$ cat src/rtl/shifter_pkg.sv
// Shared op encodings and depth helper for pipelined_barrel_shifter.
// The rotate op is only implemented when SHIFTER_ROTATE_EN is defined.
package shifter_pkg;

  typedef enum logic [1:0] {
    OP_SLL = 2'b00,
    OP_SRL = 2'b01,
    OP_SRA = 2'b10,
    OP_ROR = 2'b11
  } shift_op_e;

  function automatic int shiftDepth(input int n);
    return $clog2(n);
  endfunction

endpackage

$ cat src/rtl/shift_stage.sv
// One 2^K shift level of the barrel shifter plus its pipeline register.
// With SHIFTER_ROTATE_EN undefined, OP_ROR is handled as a logical right shift.
module shift_stage
  import shifter_pkg::*;
#(
  parameter  int N = 32,
  parameter  int K = 0,
  localparam int M = shiftDepth(N)
) (
  input  logic          clock,
  input  logic          reset,
  input  logic          hold_i,
  input  logic          valid_i,
  input  logic [N-1:0]  data_i,
  input  shift_op_e     op_i,
  input  logic [M-1:0]  shamt_i,
  input  logic          sign_i,
  output logic          valid_o,
  output logic [N-1:0]  data_o,
  output shift_op_e     op_o,
  output logic [M-1:0]  shamt_o,
  output logic          sign_o
);

  localparam int S = 1 << K;

  logic [N-1:0] data_d, data_q;
  logic         valid_q, sign_q;
  shift_op_e    op_q;
  logic [M-1:0] shamt_q;

  // SRA fills from the operand's original sign, not from this stage's MSB.
  always_comb begin
    data_d = data_i;
    if (shamt_i[K]) begin
      case (op_i)
        OP_SLL:  data_d = data_i << S;
        OP_SRL:  data_d = data_i >> S;
        OP_SRA:  data_d = {{S{sign_i}}, data_i[N-1:S]};
`ifdef SHIFTER_ROTATE_EN
        OP_ROR:  data_d = {data_i[S-1:0], data_i[N-1:S]};
`else
        OP_ROR:  data_d = data_i >> S;
`endif
        default: data_d = data_i;
      endcase
    end
  end

  always_ff @(posedge clock) begin
    if (reset) begin
      valid_q <= 1'b0;
      data_q  <= '0;
      op_q    <= OP_SLL;
      shamt_q <= '0;
      sign_q  <= 1'b0;
    end else if (!hold_i) begin
      valid_q <= valid_i;
      data_q  <= data_d;
      op_q    <= op_i;
      shamt_q <= shamt_i;
      sign_q  <= sign_i;
    end
  end

  assign valid_o = valid_q;
  assign data_o  = data_q;
  assign op_o    = op_q;
  assign shamt_o = shamt_q;
  assign sign_o  = sign_q;

endmodule

$ cat src/rtl/pipelined_barrel_shifter.sv
// Fully pipelined barrel shifter: M = log2(N) shift_stage levels, one op per cycle.
// Define SHIFTER_ROTATE_EN to enable rotate-right on op 11.
module pipelined_barrel_shifter
  import shifter_pkg::*;
#(
  parameter  int N = 32,
  localparam int M = shiftDepth(N)
) (
  input  logic          clock,
  input  logic          reset,
  input  logic          in_valid,
  output logic          in_ready,
  input  logic [N-1:0]  in_data,
  input  logic [M-1:0]  in_shamt,
  input  logic [1:0]    in_op,
  output logic          out_valid,
  input  logic          out_ready,
  output logic [N-1:0]  out_data
);

  logic         chainValid [M+1];
  logic [N-1:0] chainData  [M+1];
  shift_op_e    chainOp    [M+1];
  logic [M-1:0] chainShamt [M+1];
  logic         chainSign  [M+1];
  logic         stall;

  // A single global stall freezes every stage so bubbles are kept in place.
  assign stall    = out_valid & ~out_ready;
  assign in_ready = ~stall & ~reset;

  assign chainValid[0] = in_valid & in_ready;
  assign chainData[0]  = in_data;
  assign chainOp[0]    = shift_op_e'(in_op);
  assign chainShamt[0] = in_shamt;
  assign chainSign[0]  = in_data[N-1];

  for (genvar k = 0; k < M; k++) begin : g_stage
    shift_stage #(
      .N (N),
      .K (k)
    ) u_stage (
      .clock   (clock),
      .reset   (reset),
      .hold_i  (stall),
      .valid_i (chainValid[k]),
      .data_i  (chainData[k]),
      .op_i    (chainOp[k]),
      .shamt_i (chainShamt[k]),
      .sign_i  (chainSign[k]),
      .valid_o (chainValid[k+1]),
      .data_o  (chainData[k+1]),
      .op_o    (chainOp[k+1]),
      .shamt_o (chainShamt[k+1]),
      .sign_o  (chainSign[k+1])
    );
  end

  assign out_valid = chainValid[M];
  assign out_data  = chainData[M];

endmodule

$ cat config.mk
export PLATFORM = sky130hd
export DESIGN_NAME = pipelined_barrel_shifter
export DESIGN_NICKNAME = d
export VERILOG_FILES = /design/src/rtl/shifter_pkg.sv /design/src/rtl/shift_stage.sv /design/src/rtl/pipelined_barrel_shifter.sv
export SDC_FILE = /design/constraint.sdc
export NUM_CORES = 1
export LEC_CHECK = 0
export BUFFER_PORTS_ARGS = -buffer_cell sky130_fd_sc_hd__buf_2
export CAP_MARGIN = 30
export CORE_MARGIN = 5
export CORE_UTILIZATION = 60
export DETAILED_ROUTE_END_ITERATION = 10
export PLACE_DENSITY = 0.79
export SYNTH_ARGS = -nofsm -noshare
export SYNTH_HDL_FRONTEND = slang
export SYNTH_HIERARCHICAL = 1
export SYNTH_SLANG_ARGS = --single-unit
$ cat constraint.sdc
create_clock -name clock -period 1.7 [get_ports clock]
set_input_delay 0.085 -clock clock [delete_from_list [all_inputs] [get_ports clock]]
set_output_delay 0.085 -clock clock [all_outputs]
set_load 0.005 [all_outputs]
==> reports/results.env <==
FIRST_GLOBAL_VIAS=8557
POST_DRT_VIA_CELL_RATIO=6.41
H-TREE-DEPTH=4
RELSLEWSLACK=0.552
ENDPOINT_KIND='register'
DETAILEDROUTE.FIRSTPASSITERATIONCOUNT=7
DRV_SLEW=0
AREA_GROWTH_SYN_TO_LAYOUT_PCT=13.7
CTS_SETUP_BUFFERS=0
TIMING.CRITICAL_PATH.REQUIRED_PS=2010
FINAL.FILL_COUNT=1203
HP-CLASS='in2reg'
DESIGN.DIE.AREA_UM2=19300
TNS_PS=0
IR_DROP_mV=0.797
DP.FINAL_HPWL_UM=17400
CLKPWRFRAC=0.395
ANTENNA_VIOLATING_NETS_POST_ROUTE=0
RR_ENDPOINT='g_stage[1].u_stage/data_o[3]$_SDFFE_PP0N_'
CTS_BUFFER_DEPTH=2
WORSTREG2REGSTART='g_stage[0].u_stage/op_o[1]$_SDFFE_PP0N_'
SEQUENTIAL_SHARE_OF_POWER=0.481
COMB_POWER_SHARE=0.124
DATA_ARRIVAL_AT_THE_ENDPOINT_OF_THE_CRITICAL_PATH_PS=1900
FP.DIEH_UM=139
SYNTHESIS.AREA_UM2=9950
FINAL_NET_COUNT=1215
DRC_ERRORS=0
RUN_STATUS='finished, final reports clean'
CLK_TRANSITION_REPORTED_PATHS_PS=80
DRIVE_GT1_FRAC=0.194
DRT_FIRST_ITER_VIOLATIONS=1080
CTS_TREE='yes'
CRIT_PATH_END='g_stage[1].u_stage/data_o[3]$_SDFFE_PP0N_'
MAPPEDNETLISTNETS=1162
INITIAL_ANTENNA_VIOLATION_COUNT=0
DRT_WL_TOTAL_UM=26500
FLOORPLAN.IO_PINS=77
CTS_ROOT_BUF='clkbuf_16'
SWSHARE=0.283
POST-ROUTE-MIN-PERIOD_PS=1590
R2R_SETUP_SLACK_PS=110
FINAL.SETUP_SKEW_PS=16.3
GLOBALROUTETOTALUTIL=0.271
ROW_COUNT=47
CELL_INTERNAL_POWER_uW=7320
START_KIND='register'
TIMING.MAX_CAP.VIOLATIONS=0
NETLIST_INSTANCES=1119
MIN_PERIOD_OVER_PERIOD=0.934
FLOORPLAN.INITIALDENSITY=0.607
WORST-R2R-CELL-COUNT=4
BUFFER_PORTS.INSERTED=76
DP_SLACK_PS=149
MAX_SLEW.WORST_PIN.SLEW_PS=671
NUM_VIAS=9013
POST_LAYOUT_WORST_SETUP_MARGIN_PS=111
CORE_AREA_UM2=16400
ANTENNA_CELLS=0
GRT.OVERFLOW.TOTAL=0
SYNTH.AVG_CELL_AREA_UM2=8.90
CTS_NUM_SINKS=187
DIE_SPAN_IN_X_UM=139
GRT_MAX_DEGREE=62
INSERTION_DELAY_PS=440
RSZ0062_AT_GRT='no'
TIMING.FINAL.HOLD_VIOLATIONS=0
FINAL-SETUP-VIOL-COUNT=0
TRITONCTS.NUM_BUFFERS=17
GRT_FIRST_PASS_WIRELENGTH_UM=44200
P_LEAK_uW=0.00395
POWER.SWITCHING_uW=2890
WL_PER_CELL_UM=18.9
TIMING.SETUP.CRITICAL_PATH_CLASS='reg2reg'
CLOCK.FMAX_MHz=629
FINALWEIGHTEDCONGESTION=0.860
POWER.DENSITY_nW_PER_UM2=902
STARTPOINT='g_stage[0].u_stage/op_o[1]$_SDFFE_PP0N_'
PATH_MAX_FANOUT=11
YS.WARNINGS.COUNT=6
==> flip-flops by register name, indices dropped and copies added, names as in the netlist <==
signal                   flops
g_stage.u_stage/data_o     160
g_stage.u_stage/shamt_o     10
g_stage.u_stage/op_o         8
g_stage.u_stage/valid_o      5
g_stage.u_stage/sign_o       4
==> how the worst min path moves through the flow <==
| stage | start | to | slack, ps | cells after the start |
|---|---|---|---|---|
| final | in_data[30] | g_stage[0].u_stage/data_o[30]$_SDFFE_PP0N_ | 20 | 3 |
| after global routing | in_data[30] | g_stage[0].u_stage/data_o[30]$_SDFFE_PP0N_ | 20 | 3 |
| after CTS | in_data[30] | g_stage[0].u_stage/data_o[30]$_SDFFE_PP0N_ | 0.6 | 3 |
| after detailed placement | in_shamt[2] | g_stage[0].u_stage/shamt_o[2]$_SDFFE_PP0N_ | 330 | 3 |
| after global placement | in_shamt[2] | g_stage[0].u_stage/shamt_o[2]$_SDFFE_PP0N_ | 320 | 3 |
| after floorplan | reset | in_ready | 200 | 1 |
==> cells in the final DEF (no fill, tap or decap), types with 2 or more instances in the layout <==
cell / n
nor2b_1: 7
o21ai_0: 4
clkinv_8: 3
nand2_1: 130
o21a_1: 51
nor2_4: 4
mux2_1: 4
nand2b_1: 33
o32ai_2: 27
o311a_1: 16
o32ai_1: 71
inv_2: 4
dlygate4sd3_1: 34
inv_8: 4
a221oi_1: 17
a221oi_2: 13
inv_6: 2
o22ai_1: 24
or4b_1: 5
a21oi_1: 9
nor2_1: 149
or2_1: 7
o221a_2: 6
mux2_2: 2
clkbuf_16: 17
mux2i_1: 54
buf_12: 14
buf_2: 75
a211oi_2: 6
o21ai_1: 18
nor3_1: 28
inv_1: 29
nand3_1: 6
clkinvlp_4: 3
buf_4: 35
dfxtp_1: 187
a211oi_1: 68
==> worst max-delay path, cell delays in order (launching register included) <==
cell	delay, ps
dfxtp_1	480
buf_4	250
or4b_1	520
o21ai_0	100
o32ai_1	110
==> area by class of cell <==
cell class,instances,area [um^2],area share
Tap cell,220,275,0.0243
Timing Repair Buffer,159,1270,0.112
Multi-Input combinational cell,774,5300,0.468
Clock buffer,17,425,0.0376
Inverter,33,124,0.0109
Clock inverter,15,178,0.0157
Sequential cell,187,3740,0.331
==> per-stage QoR <==
| step | hold WS [ps] | util | instance area [um^2] | std cells | total power (uW) |
|---|---|---|---|---|---|
| 6_report | 20.7 | 0.690 | 11300 | 1405 | 10200 |
| 5_1_grt | 20.0 | 0.690 | 11300 | 1405 | 10600 |
| 4_1_cts | 0.560 | 0.690 | 11300 | 1405 | 10200 |
| 3_5_place_dp | 331 | 0.632 | 10400 | 1339 | 6170 |
| 3_3_place_gp | 323 | 0.632 | 10400 | 1339 | 6140 |
| 2_1_floorplan | 201 | - | 9950 | 1119 | 5800 |
==> what timing repair did <==
action / in CTS / in global routing
hold buffers: 34 / 0
resized for setup: 0 / 0
hold endpoints to repair: 34 / 0
==> power groups by stage <==
stage	sequential (uW)	clock, uW	combinational [uW]
after floorplan	4880	0	918
after global placement	5000	0	1140
after detailed placement	5000	0	1170
after CTS	4900	4060	1230
after global routing	4940	4280	1370
final	4910	4030	1260
==> routing by layer <==
| metal | global-route usage | wire length [um] | vias up |
|---|---|---|---|
| met5 | 0 | 0 | - |
| met4 | 0.107 | 779 | 0 |
| met3 | 0.0393 | 1740 | 60 |
| met2 | 0.438 | 12600 | 426 |
| met1 | 0.369 | 11400 | 4292 |
| li1 | - | - | 4235 |
No activity file was read; power rests on OpenSTA's default activity.
